==> config.mk <==
export PLATFORM = sky130hd
export DESIGN_NAME = demux1ton_stream
export DESIGN_NICKNAME = d
export VERILOG_FILES = /design/src/rtl/demux_pkg.sv /design/src/rtl/demux_slot.sv /design/src/rtl/demux1ton_stream.sv
export SDC_FILE = /design/constraint.sdc
export NUM_CORES = 1
export LEC_CHECK = 0
export CORE_ASPECT_RATIO = 0.75
export CORE_MARGIN = 2
export CORE_UTILIZATION = 33
export DETAILED_ROUTE_END_ITERATION = 6
export GPL_TIMING_DRIVEN = 0
export PLACE_DENSITY = 0.81
export SYNTH_ARGS = -nofsm -noshare
export SYNTH_HDL_FRONTEND = slang
export SYNTH_SLANG_ARGS = --single-unit
==> constraint.sdc <==
create_clock -name clk -period 1.85 [get_ports clk]
set_input_delay 0.185 -clock clk [delete_from_list [all_inputs] [get_ports clk]]
set_output_delay 0.185 -clock clk [all_outputs]
set_load 0.01 [all_outputs]
==> src/rtl/demux_pkg.sv <==
// demux_pkg
//   Shared types and helpers for the 1-to-N stream demultiplexer.
//   - demux_state_e : occupancy of the single output slot (EMPTY / FULL)
//   - DROP_CNT_MAX  : saturation value of the optional drop counter
//   - demux_clog2() : ceil(log2(value)), used to check the select width
package demux_pkg;

    typedef enum logic {
        EMPTY = 1'b0,
        FULL  = 1'b1
    } demux_state_e;

    localparam logic [15:0] DROP_CNT_MAX = 16'hFFFF;

    // Smallest r with 2**r >= value (value >= 1).
    function automatic int demux_clog2(input int value);
        int result;
        int v;
        result = 0;
        v      = value - 1;
        while (v > 0) begin
            result = result + 1;
            v      = v >> 1;
        end
        return result;
    endfunction

endpackage

==> src/rtl/demux_slot.sv <==
// demux_slot
//   One-entry {data, dest} holding register with load/drain controls.
//   Load has priority over drain so a simultaneous drain+load passes the
//   new entry straight through without a bubble.
// Ports
//   clk      : clock, rising edge
//   rst_n    : synchronous active-low reset (empties slot, clears data/dest)
//   i_load   : write i_data/i_dest into the slot, slot becomes FULL
//   i_drain  : current entry consumed downstream
//   i_data   : data to store
//   i_dest   : destination channel to store
//   o_full   : slot holds a valid entry
//   o_data   : held data
//   o_dest   : held destination channel
module demux_slot #(
    parameter int WIDTH = 8,
    parameter int SELW  = 2
) (
    input  logic             clk,
    input  logic             rst_n,
    input  logic             i_load,
    input  logic             i_drain,
    input  logic [WIDTH-1:0] i_data,
    input  logic [SELW-1:0]  i_dest,
    output logic             o_full,
    output logic [WIDTH-1:0] o_data,
    output logic [SELW-1:0]  o_dest
);
    import demux_pkg::*;

    demux_state_e     r_state;
    demux_state_e     w_state_next;
    logic [WIDTH-1:0] r_data;
    logic [SELW-1:0]  r_dest;

    always_comb begin
        w_state_next = r_state;
        case (r_state)
            EMPTY: begin
                if (i_load) begin
                    w_state_next = FULL;
                end
            end
            FULL: begin
                if (i_load) begin
                    w_state_next = FULL;
                end else if (i_drain) begin
                    w_state_next = EMPTY;
                end
            end
            default: w_state_next = EMPTY;
        endcase
    end

    always_ff @(posedge clk) begin
        if (!rst_n) begin
            r_state <= EMPTY;
            r_data  <= '0;
            r_dest  <= '0;
        end else begin
            r_state <= w_state_next;
            // Data/dest only change on load, so they stay stable while stalled.
            if (i_load) begin
                r_data <= i_data;
                r_dest <= i_dest;
            end
        end
    end

    assign o_full = (r_state == FULL);
    assign o_data = r_data;
    assign o_dest = r_dest;

endmodule

==> src/rtl/demux1ton_stream.sv <==
// demux1ton_stream
//   Valid/ready 1-to-N stream demultiplexer with a single-entry output
//   register. One cycle latency; a stalled destination blocks every channel
//   (head-of-line blocking). Transfers addressed to sel >= N are accepted,
//   discarded and flagged on the sticky err_oor output.
// Optional feature
//   DEMUX1TON_DROP_CNT_EN : adds drop_cnt[15:0], a saturating count of
//                           accepted out-of-range transfers.
// Ports
//   clk         : clock, rising edge
//   rst_n       : synchronous active-low reset
//   din         : input data
//   sel         : destination channel, qualified by din_valid
//   din_valid   : input transfer offered
//   din_ready   : input transfer accepted when din_valid & din_ready
//   dout        : flat bus, channel k at [k*WIDTH +: WIDTH]; all carry held data
//   dout_valid  : per-channel valid, one-hot or zero
//   dout_ready  : per-channel downstream ready
//   err_oor     : sticky, an out-of-range transfer was accepted
//   drop_cnt    : (optional) saturating out-of-range transfer count
module demux1ton_stream #(
    parameter int WIDTH = 8,
    parameter int N     = 4,
    parameter int SELW  = 2
) (
    input  logic               clk,
    input  logic               rst_n,
    input  logic [WIDTH-1:0]   din,
    input  logic [SELW-1:0]    sel,
    input  logic               din_valid,
    output logic               din_ready,
    output logic [N*WIDTH-1:0] dout,
    output logic [N-1:0]       dout_valid,
    input  logic [N-1:0]       dout_ready,
    output logic               err_oor
`ifdef DEMUX1TON_DROP_CNT_EN
    ,
    output logic [15:0]        drop_cnt
`endif
);
    import demux_pkg::*;

    generate
        if (SELW != demux_clog2(N) || N < 2 || N > 16) begin : g_param_check
            $fatal(1, "demux1ton_stream: illegal N=%0d / SELW=%0d", N, SELW);
        end
    endgenerate

    logic [N-1:0]     w_sel_dec;
    logic             w_in_range;
    logic             w_accept;
    logic             w_load;
    logic             w_drop;
    logic             w_drain;
    logic             w_slot_full;
    logic [WIDTH-1:0] w_slot_data;
    logic [SELW-1:0]  w_slot_dest;
    logic             r_err_oor;

    // Decode sel against the real channel count; no hit means out of range.
    genvar gi;
    generate
        for (gi = 0; gi < N; gi++) begin : g_sel_dec
            assign w_sel_dec[gi] = (sel == SELW'(gi));
        end
    endgenerate
    assign w_in_range = |w_sel_dec;

    // Valid is gated by rst_n so an entry caught by reset is never handed off.
    generate
        for (gi = 0; gi < N; gi++) begin : g_out
            assign dout_valid[gi]              = rst_n & w_slot_full & (w_slot_dest == SELW'(gi));
            assign dout[gi*WIDTH +: WIDTH]     = w_slot_data;
        end
    endgenerate

    // Only the destination bit of dout_valid can be set, so this picks
    // dout_ready[dest] and ignores every other ready bit.
    assign w_drain   = |(dout_valid & dout_ready);
    assign din_ready = rst_n & (~w_slot_full | w_drain);
    assign w_accept  = din_valid & din_ready;
    assign w_load    = w_accept & w_in_range;
    assign w_drop    = w_accept & ~w_in_range;

    demux_slot #(
        .WIDTH (WIDTH),
        .SELW  (SELW)
    ) u_slot (
        .clk     (clk),
        .rst_n   (rst_n),
        .i_load  (w_load),
        .i_drain (w_drain),
        .i_data  (din),
        .i_dest  (sel),
        .o_full  (w_slot_full),
        .o_data  (w_slot_data),
        .o_dest  (w_slot_dest)
    );

    always_ff @(posedge clk) begin
        if (!rst_n) begin
            r_err_oor <= 1'b0;
        end else if (w_drop) begin
            r_err_oor <= 1'b1;
        end
    end
    assign err_oor = r_err_oor;

`ifdef DEMUX1TON_DROP_CNT_EN
    logic [15:0] r_drop_cnt;

    always_ff @(posedge clk) begin
        if (!rst_n) begin
            r_drop_cnt <= '0;
        end else if (w_drop && (r_drop_cnt != DROP_CNT_MAX)) begin
            r_drop_cnt <= r_drop_cnt + 16'd1;
        end
    end
    assign drop_cnt = r_drop_cnt;
`endif

endmodule

; After elaboration in Yosys (flattened, before gate mapping)
; Cells that the tools add are included.
[totals]
out_inout_bits = 38
regBits = 12
wordCells = 31
input_bits = 17
[op_classes]
n_eq_ne = 6
bitwise_logic = 13
muxes = 4
n_reduce_logical = 4
[ops]
columns = cell, count
row1 = $and 1x1->1, 9
row2 = $eq 2x2->1 const B, 4
row3 = $reduce_or 4->1, 2
row4 = $and 4x4->4, 1
row5 = $eq 2x1->1 const B, 2
row6 = $logic_not 2->1, 2
row7 = $mux 1, 3
row8 = $not 1->1, 2
row9 = $pmux 1 s2, 1
row10 = $or 1x1->1, 1

; Longest topological paths before layout
[logic_depth]
word_depth = 10
depth_mapped = 6
depth_no_buf = 4

; Hierarchy
; From an unflattened synthesis, not the netlist that was laid out.
[hier_totals]
cells_unflattened = 73
area_unflattened_um2 = 698.2
[modules_own_cells]
columns = module, instances, area_each_um2, seq_area_each_um2, cells_each
row1 = demux_slot, 1, 411.6, 220.2, 35
row2 = demux1ton_stream, 1, 286.5, 20.0, 38

; Worst setup path after synthesis
; No wires, ideal clock.
[synth_timing]
path_type = register to register
from = reg u_slot.r_dest[1] (netlist: u_slot.o_dest[1])
to = reg u_slot.r_data[0] (netlist: u_slot.o_data[0])
setup_time_ps = 120
t_required_ps = 1730
synth_period_minus_slack_ps = 1295
path_stages_with_launch = 6
path_buffers = 1
path_slack_ps = 555
arrival_ps = 1176
path_cell_list = dfxtp_1 nand3b_1 o211ai_1 o31a_1 buf_6 mux2i_1
[synth_via]
elab_chain_cells = 8
word_cells_on_any_way = 14
classes_between = eq/ne (3) / bitwise (9) / reduce/logical (2)
[synth_rtl]
columns = element, line_no
row1 = "start, declared", demux_slot.sv:34  ; logic [SELW-1:0] r_dest;
row2 = "start signal, assigned", demux_slot.sv:65  ; r_dest <= i_dest;
row3 = $eq 2x1->1 (tied with other cells), demux1ton_stream.sv:72  ; assign dout_valid[gi] = rst_n & w_slot_full & (w_slot_dest == SELW'(gi));
row4 = $and 1x1->1, demux1ton_stream.sv:72
row5 = $and 4x4->4 *, demux1ton_stream.sv:79  ; assign w_drain = |(dout_valid & dout_ready);
row6 = $reduce_or 4->1 *, demux1ton_stream.sv:79
row7 = $or 1x1->1 *, demux1ton_stream.sv:80  ; assign din_ready = rst_n & (~w_slot_full | w_drain);
row8 = $and 1x1->1 *, demux1ton_stream.sv:80
row9 = $and 1x1->1 *, demux1ton_stream.sv:81  ; assign w_accept = din_valid & din_ready;
row10 = $and 1x1->1 *, demux1ton_stream.sv:82  ; assign w_load = w_accept & w_in_range;
row11 = "end signal, assigned", demux_slot.sv:64  ; r_data <= i_data;
row12 = "end, declared", demux_slot.sv:33  ; logic [WIDTH-1:0] r_data;
; Every way passes the cells marked *; elsewhere a longest branch is shown, timed or not.
; A chain may end at the register's enable or synchronous reset.

; Worst setup path after layout
[layout_timing]
from = reg u_slot.r_dest[0] (netlist: u_slot.o_dest[0])
to = out din_ready
[layout_via]
elab_chain_cells = 6
word_cells_on_any_way = 12
classes_between = eq/ne (3) / bitwise (7) / reduce/logical (2)
[layout_rtl]
columns = element, line_no
row1 = $eq 2x1->1 (tied with other cells), demux1ton_stream.sv:72
row2 = $and 1x1->1, demux1ton_stream.sv:72
row3 = $and 4x4->4 *, demux1ton_stream.sv:79
row4 = $reduce_or 4->1 *, demux1ton_stream.sv:79
row5 = $or 1x1->1 *, demux1ton_stream.sv:80
row6 = $and 1x1->1 *, demux1ton_stream.sv:80
row7 = "end, declared", demux1ton_stream.sv:31  ; output logic din_ready,
; Marked as above.

==> results.toml <==
[placed_design]
gp_congestion = 0.707
dpl_cell_area_um2 = 1280
hpwl_um = 1470
placement.io_buffers = 53

[outcome]
status = "finished, final reports clean"

[global_route]
grt-ovfl-total = 0
use_met1_pct = 17.1
grt_max_degree = 11
grt_util_met2_pct = 26.1
grt_pass1_vias = 668
grt.busiest_layer = "met2"
grt_pass1_wl_um = 2900
grtUsageTotal_pct = 15.3
antenna_found_initial = 0
use_met3_pct = 7.02

[final_layout]
drive_gt1_share_pct = 23.8
area_growth_pct = 85.5
diodes = 0
stdcell_area_um2 = 1340
nets = 165

[setup_path]
rr_endpoint = "u_slot.o_data[5]"
worstPathRequired_ns = 1.66
crit_chain = "buf_2 > nand3b_1 > o211ai_1 > nor3_2 > nor2b_1 > dlygate4sd2_1"
ff2ff_path_depth = 7
critPathMaxStageDelay_ns = 0.30
cp-end-kind = "primary output"
critPathMaxFanout = 8
r2r_slack_ns = 0.30
r2r-start = "u_slot.o_dest[0]"
start_kind = "register"
cp_num_buf_inv = 2
worstPathArrival_ns = 1.55
path_delay_family = "buffers and inverters"
slowest_stage = "dfxtp_1"
worstSetupPathType = "reg2out"

[floorplan]
die_area_um2 = 2590
die_h_um = 44.5
fp.coreArea_um2 = 2030
start_util_pct = 35.6
num_rows = 14
io_pins = 55
die_w_um = 58.1

[logic_synthesis]
synth_edf_count = 0
synth.distinct_cells = 18
synth_area_leader_cell = "dfxtp_1"
synth_ff_type = "dfxtp_1"
netlist_area_um2 = 723
yosys-top-cells-count = "buf_4, nand2_1, dfxtp_1, mux2i_1, nor3_1"
synthTopCellsByArea = "dfxtp_1, buf_4, mux2i_1, nand2_1, nor3_1"
yosys_warnings = 0
synth_top_cell_area_share_pct = 33.2
ys_seq_area_share_pct = 33.2
synth.most_common_cell = "buf_4"
synthCells = 89
ys_async_sr_fraction_pct = 0
ys_seq_elements = 12
syn_avg_cell_area_um2 = 8.13
syn-num-nets = 106

[power]
swShare_pct = 26.4
comb_power_share_pct = 35.8
powerDensity_nw_per_um2 = 589
ir_drop_v = 0.000502
p_sw_uw = 209
clockPowerShare_pct = 26.8
p_int_uw = 581
leakagePower_uw = 0.000582
seq_power_share_pct = 37.4

[cts]
clkLatencyLatePin_ns = 0.28
root_buffer = "clkbuf_4"
hold_buffers = 0
cts.sinks = 12
cts_tree = "yes"
cts_buffers = 3
h-tree-depth = 1
path_clk_slew_ns = 0.08
cts_max_path_buffers = 2

[timing]
hold_viol_final = 0
fin_crit_ns = 1.73
setup_viol = 0
drv_slew = 0
rsz0062_at_grt = "no"
worstMarginPinSlew_ns = 0.386
max_freq_ghz = 0.577
period_share_pct = 93.7
clock_skew_ns = 0.00212
slew_headroom_pct = 74.3
tns_ns = 0

[routing]
route.detailed.wl_per_inst_um = 10.8
drtPass1Iterations = 4
drc = 0
ant_nets = 0
finalWirelength_um = 1840
drtIter0Drc = 8
vias = 744
viasPerCell = 4.35

[min_path]
min_to = "u_slot.o_data[6]"
min_from = "rst_n"
hp-class = "in2reg"
holdPathStages = 3

[job]
max-cap-violations = 0
worst min-delay path: cells and delay by family:
family,cells,cell delay [ns]
buf+inv,1,0.19
mux,1,0.06
simple gates,1,0.12
cell usage in the layout, fill, tap and decap left out, drive strengths merged:
master         synthesis  final
o211ai                 1      1
nand2                 23     23
nor2                   2      2
inv                    1      1
dfxtp                 12     12
o31a                   1      1
nor2b                  1      1
nand3                  1      1
clkdlybuf4s50          0     52
nor3                   4      4
dlygate4sd2            0      1
clkbuf                 3      7
mux2i                 10     10
and2                   1      1
and4                   1      1
o21a                   1      1
buf                   26     27
nand3b                 1      1
state kept, by name (all words and copies together), names as in the netlist:
signal,count
u_slot.o_data,8
u_slot.o_dest,2
err_oor,1
u_slot.o_full,1
per-stage QoR:
step                util [%]  setup slack [ns]  hold slack, ns  std cells  total power [uW]
floorplan                  -             0.555           0.309         89               433
global placement        63.2           -0.0180           0.444        166               575
detailed placement      63.2           -0.0189           0.450        166               582
CTS                     66.0             0.105           0.315        171               798
global route            66.0           0.00584           0.349        171               834
finish                  66.0             0.117           0.312        171               790
how the worst max path moves through the flow:
stage                           startpoint                to  slack [ns]  depth (start not counted)
after global routing                 rst_n     dout_valid[1]       0.006                          5
final                     u_slot.o_dest[0]         din_ready        0.12                          6
after detailed placement             rst_n     dout_valid[3]       -0.02                          5
after global placement       dout_ready[2]         din_ready       -0.02                          6
after floorplan           u_slot.o_dest[1]  u_slot.o_data[0]        0.55                          5
after CTS                            rst_n     dout_valid[3]        0.11                          5
layout make-up:
class	count	area [um2]
Fill cell	170	691
Timing Repair Buffer	54	537
Multi-Input combinational cell	47	282
Sequential cell	12	244
Buffer	29	209
Clock buffer	4	36.3
Tap cell	24	30.0
Inverter	1	3.75
routing by layer:
metal / part of all wire (%) / wire length [um] / up-vias
met3: 9.6 / 177 / 3
met5: 0 / 0 / -
met1: 42 / 783 / 327
li1: - / - / 378
met4: 0.60 / 11 / 0
met2: 47 / 871 / 36
cell families (layout without fill, tap and decap cells):
logic type,after synthesis,in the layout,synth area share [%]
AOI/OAI and AO/OA,3,3,3.29
muxes,10,10,13.8
DFF,12,12,33.2
buffers and inverters,30,88,29.2
and+or+nand+nor,34,34,20.4
power by group through the flow:
stage / logic [uW] / registers [uW] / clock network (uW)
2_1_floorplan: 128 / 304 / 0
3_3_place_gp: 275 / 300 / 0
3_5_place_dp: 281 / 302 / 0
4_1_cts: 285 / 296 / 217
5_1_grt: 303 / 299 / 232
6_report: 283 / 295 / 212
timing repair:
item                                    CTS  global route
endpoints found under the setup margin    3             0
buffers inserted                          1             0
resized for setup                         6             0
Power figures use the tool's default switching activity.
